[src/rtl/tacc_pulse_delay.sv]
// tacc_pulse_delay: trigger-edge delayed pulse generator.
// A trigger edge starts a programmable delay, then a programmable-width pulse.
// Output polarity, retrigger behaviour and overrun reporting are configurable.
module tacc_pulse_delay #(
    parameter int unsigned CNT_W      = 8,
    parameter bit          ACTIVE_LOW = 1'b1
) (
    input  logic             clk_i,
    input  logic             rst_n_i,
    input  logic             enable_i,
    input  logic             trig_i,
    input  logic [CNT_W-1:0] delay_i,
    input  logic [CNT_W-1:0] width_i,
    input  logic             mode_i,
    input  logic             clear_i,
    output logic             pulse_o,
    output logic             busy_o,
    output logic             done_o,
    output logic             overrun_o
);

    typedef enum logic [1:0] {
        S_IDLE,
        S_DELAY,
        S_PULSE
    } state_t;

    localparam logic INACT = ACTIVE_LOW ? 1'b1 : 1'b0;
    localparam logic ACT   = ~INACT;

    state_t           state_q;
    logic [CNT_W-1:0] cnt_q;
    logic [CNT_W-1:0] w_lat_q;
    logic             trig_prev_q;
    logic             pulse_q;
    logic             busy_q;
    logic             done_q;
    logic             overrun_q;

    logic             trig_evt;
    logic [CNT_W-1:0] width_d;

    // Trigger edge in polarity-independent terms; a zero width behaves as one.
    always_comb begin
        trig_evt = (trig_i == ACT) && (trig_prev_q == INACT);
        width_d  = (width_i == '0) ? {{(CNT_W-1){1'b0}}, 1'b1} : width_i;
    end

    // Sequencer: edge history, delay/pulse counting and all registered outputs.
    always_ff @(posedge clk_i or negedge rst_n_i) begin
        if (!rst_n_i) begin
            state_q     <= S_IDLE;
            cnt_q       <= '0;
            w_lat_q     <= '0;
            trig_prev_q <= INACT;
            pulse_q     <= INACT;
            busy_q      <= 1'b0;
            done_q      <= 1'b0;
            overrun_q   <= 1'b0;
        end else begin
            // Edge history runs even while disabled, so a held level never fires.
            trig_prev_q <= trig_i;
            done_q      <= 1'b0;
            if (clear_i) begin
                overrun_q <= 1'b0;
            end
            if (!enable_i) begin
                state_q <= S_IDLE;
                cnt_q   <= '0;
                pulse_q <= INACT;
                busy_q  <= 1'b0;
            end else if (trig_evt && (state_q == S_IDLE || mode_i)) begin
                // Fresh start or retrigger: timing restarts from this edge.
                w_lat_q <= width_d;
                cnt_q   <= delay_i;
                state_q <= S_DELAY;
                pulse_q <= INACT;
                busy_q  <= 1'b1;
            end else begin
                // Ignored trigger while busy sets overrun, overriding a same-cycle clear.
                if (trig_evt) begin
                    overrun_q <= 1'b1;
                end
                case (state_q)
                    S_DELAY: begin
                        if (cnt_q == '0) begin
                            state_q <= S_PULSE;
                            pulse_q <= ACT;
                            cnt_q   <= w_lat_q - 1'b1;
                        end else begin
                            cnt_q <= cnt_q - 1'b1;
                        end
                    end
                    S_PULSE: begin
                        if (cnt_q == '0) begin
                            state_q <= S_IDLE;
                            pulse_q <= INACT;
                            busy_q  <= 1'b0;
                            done_q  <= 1'b1;
                        end else begin
                            cnt_q <= cnt_q - 1'b1;
                        end
                    end
                    default: begin
                        state_q <= S_IDLE;
                    end
                endcase
            end
        end
    end

    assign pulse_o   = pulse_q;
    assign busy_o    = busy_q;
    assign done_o    = done_q;
    assign overrun_o = overrun_q;

endmodule

[config.mk]
export PLATFORM = sky130hd
export DESIGN_NAME = tacc_pulse_delay
export DESIGN_NICKNAME = d
export VERILOG_FILES = /design/src/rtl/tacc_pulse_delay.sv
export SDC_FILE = /design/constraint.sdc
export NUM_CORES = 1
export LEC_CHECK = 0
export ABC_AREA = 1
export CORE_ASPECT_RATIO = 1.4
export CORE_UTILIZATION = 47
export DETAILED_ROUTE_END_ITERATION = 8
export PLACE_DENSITY = 0.75
export SYNTH_ARGS = -nofsm -noshare
export SYNTH_HDL_FRONTEND = slang
export SYNTH_SLANG_ARGS = --single-unit
[constraint.sdc]
create_clock -name clk_i -period 1.5 [get_ports clk_i]
set_input_delay 0.15 -clock clk_i [delete_from_list [all_inputs] [get_ports clk_i]]
set_output_delay 0.15 -clock clk_i [all_outputs]
set_load 0.1 [all_outputs]
==> flow_metrics.env <==
export IMPL_status="finished with violations"
export IMPL_violations="setup timing"
export IMPL_syn_mean_instance_area_um2=7.464
export IMPL_syn_inst=201
export IMPL_rsz0062_at_grt="true"
export IMPL_root_buffer="clkbuf_8"
export IMPL_yosys_area_share_simple_pct=32.61
export IMPL_grt_max_degree=24
export IMPL_nNetsFinal=293
export IMPL_drt_iter0_markers=48
export IMPL_via_per_inst=5.086
export IMPL_worstMarginPinSlew_ns=0.3509
export IMPL_critPathSlowestCell="dfrtp_1"
export IMPL_cts_clk_slew_worst_paths_ns=0.09
export IMPL_yosysTopAreaCell="dfrtp_1"
export IMPL_slew_headroom_pct=76.48
export IMPL_overflow=0
export IMPL_cp_end_kind="flip-flop"
export IMPL_fin_ws_ns=-0.08192
export IMPL_antenna_found_initial=0
export IMPL_synth_area_mm2=0.001500
export IMPL_hold_class="in -> async"
export IMPL_power_leakage_nw=1.062
export IMPL_fin_cells=302
export IMPL_wl_per_cell_um=12.78
export IMPL_cpPeakStageDelay_ns=0.39
export IMPL_path_common_cell="nand2_4"
export IMPL_first_global_vias=1472
export IMPL_worst_endpoint_arrival_ns=1.75
export IMPL_required_ns=1.66
export IMPL_p_comb_share_pct=41.3
export IMPL_die_w_um=49.75
export IMPL_dr_pass1_iters=4
export IMPL_crit_chain="inv_2, ha_4, nand2_4, nor3_4, nand3_4, nand2_4, inv_8, nor2_2, a21oi_2"
export IMPL_power_frac_seq_pct=39.0
export IMPL_intPower_mw=1.281
export IMPL_crit_path_start_kind="flip-flop"
export IMPL_p_switching_mw=0.7442
export IMPL_placed_cells=287
export IMPL_worst_path_buf_inv=2
export IMPL_ys_dominant_reg_cell="dfrtp_1"
export IMPL_synth_fa_ha_area_share_pct=4.170
export IMPL_place_ws_ns=-0.1574
export IMPL_max_freq_ghz=0.6321
export IMPL_htreeDepth=1
export IMPL_crit_fanout=8
export IMPL_io_buffers=25
export IMPL_fp_dieH_um=68.85
export IMPL_cts_inserted_buffers=3
export IMPL_synth_nets=228
export IMPL_period_needed_ns=1.582
export IMPL_power_frac_clock_pct=19.8
export IMPL_fp_dieArea_mm2=0.003425
export IMPL_async_reset_ff_share_pct=100.0
export IMPL_holdBufCountCts=0
export IMPL_drtAntennaViolNets=0
export IMPL_netlist_top_cells_area="dfrtp_1 (35%), nand2_1 (8.5%), inv_1 (7.3%), nand3_1 (6.3%), a21oi_1 (5.7%)"
export IMPL_finClkSkew_ns=0.004528
export IMPL_cts_sinks=23
export IMPL_route_detailed_drc=0
export IMPL_ys_ff_latch=23
export IMPL_rows=23
export IMPL_synth_mux_area_share_pct=0
export IMPL_synth_most_common_cell="nand2_1"
export IMPL_clock_latency_ns=0.27
export IMPL_ys_seq_area_share_pct=38.53
export IMPL_n_antenna_cell=0
export IMPL_max_vdd_ir_drop_mv=0.8180
export IMPL_path_delay_family="simple AND/OR/NAND/NOR gates"
export IMPL_cap_viol_max_count=0
export IMPL_maxSlewViolCount=0
export IMPL_start_util_pct=51.11
export IMPL_syn_to_final_growth_pct=48.79
export IMPL_cts_tree="yes"
export IMPL_drive_gt1_share_pct=32.83
export IMPL_finalHoldViolCount=0
export IMPL_grt_use_total_pct=25.13
export IMPL_synth_top_family_by_area="simple AND/OR/NAND/NOR gates"
export IMPL_globalplace_congestion=0.8543
export IMPL_yosysWarnings=0
export IMPL_routed_wl_um=3859
export IMPL_fp_coreArea_mm2=0.002935
export IMPL_synth_compound_area_share_pct=12.59
export IMPL_vias=1536
export IMPL_switching_share_pct=36.74
export IMPL_critPathKind="reg -> reg"
export IMPL_synth_edf_count=0
export IMPL_synth_xor_area_share_pct=2.335
export IMPL_finish_utilization_pct=76.04
export IMPL_io_pins=26
export IMPL_dp_hpwl_um=2751
export IMPL_fin_crit_sh_pct=105.5
export IMPL_clock_path_buffers=2
export IMPL_synth_common_cells="nand2_1 (34), inv_1 (29), dfrtp_1 (21)"
export IMPL_power_density_mw_per_mm2=907.5
export IMPL_synth_top_cell_area_share_pct=35.03
export IMPL_setup_violations=9
export IMPL_ys_types=30
export IMPL_grt_pass1_wl_um=6354
[power groups by stage]
stage / Combinational (mW) / Clock, mW / Sequential, mW
after floorplan: 0.374 / 0 / 0.851
after global placement: 0.709 / 0 / 0.797
after detailed placement: 0.719 / 0 / 0.801
after CTS: 0.806 / 0.407 / 0.786
after global routing: 0.916 / 0.425 / 0.798
final: 0.836 / 0.401 / 0.789
[state kept, by name, summed over array words and instances, names as in the netlist]
register,flops
busy_o,1
cnt_q,8
done_o,1
overrun_o,1
pulse_o,1
state_q,2
trig_prev_q,1
w_lat_q,8
[worst paths after layout]
check,cells past startpoint,slack [ns],from,end
worst min register to register,2,0.50,pulse_o,pulse_o
worst max register to register,9,-0.08,cnt_q[1],cnt_q[0]
max in group asynchronous,2,0.99,rst_n_i,pulse_o
min in group clk_i,1,0.32,trig_i,trig_prev_q
worst max-delay path,9,-0.08,cnt_q[1],cnt_q[0]
worst min-delay path,2,0.23,rst_n_i,w_lat_q[2]
[final cells by class]
class,instances,area [µm²]
Clock buffer,3,41.29
Clock inverter,1,5.005
Fill cell,211,703.2
Inverter,34,135.1
Multi-Input combinational cell,142,854.6
Sequential cell,23,578.1
Tap cell,37,46.29
Timing Repair Buffer,62,571.8
[metal layers]
layer	track usage (%)	up-vias	wire (µm)
met2	48.31	44	2122
met5	0	-	0
met3	2.632	12	107
li1	-	772	-
met4	15.36	0	121
met1	26.21	708	1508
[cells in the final DEF (no fill, tap or decap), drive strengths merged, types with 3 or more instances in the layout]
master	count
dfrtp	21
nand2	40
ha	5
nor2	30
a21oi	17
nand3	21
buf	41
xor2	4
clkbuf	3
inv	33
clkdlybuf4s50	21
o21ai	15
[stage by stage]
stage	setup TNS [ns]	power (mW)	cell area, µm²	hold WS, ns
floorplan	0	1.225	1500	-0.1456
global placement	-0.9576	1.506	2023	0.4826
detailed placement	-1.361	1.520	2023	0.4845
CTS	-0.04828	1.999	2192	0.2318
global route	-1.528	2.140	2232	0.2668
finish	-0.5200	2.026	2232	0.2292
[worst reg2reg max path: cells and delay by family (launching register included)]
kind	cells	cell delay, ns
buffers and inverters	2	0.14
AO/OA/AOI/OAI	1	0.03
adder cells (fa/ha/maj)	1	0.15
flip-flops	1	0.39
AND/OR/NAND/NOR	5	0.77
[what timing repair did]
action	in CTS	in global routing
pin swaps	11	6
setup endpoints to repair	13	13
buffers inserted	8	2
resized for setup	16	8
cloned	1	0
[logic make-up after synthesis]
kind of cell | after synthesis
compound gates | 35
fa+ha+maj | 5
flops | 23
buf+inv | 37
simple gates | 97
xor+xnor | 4
Power figures use the tool's default switching activity.
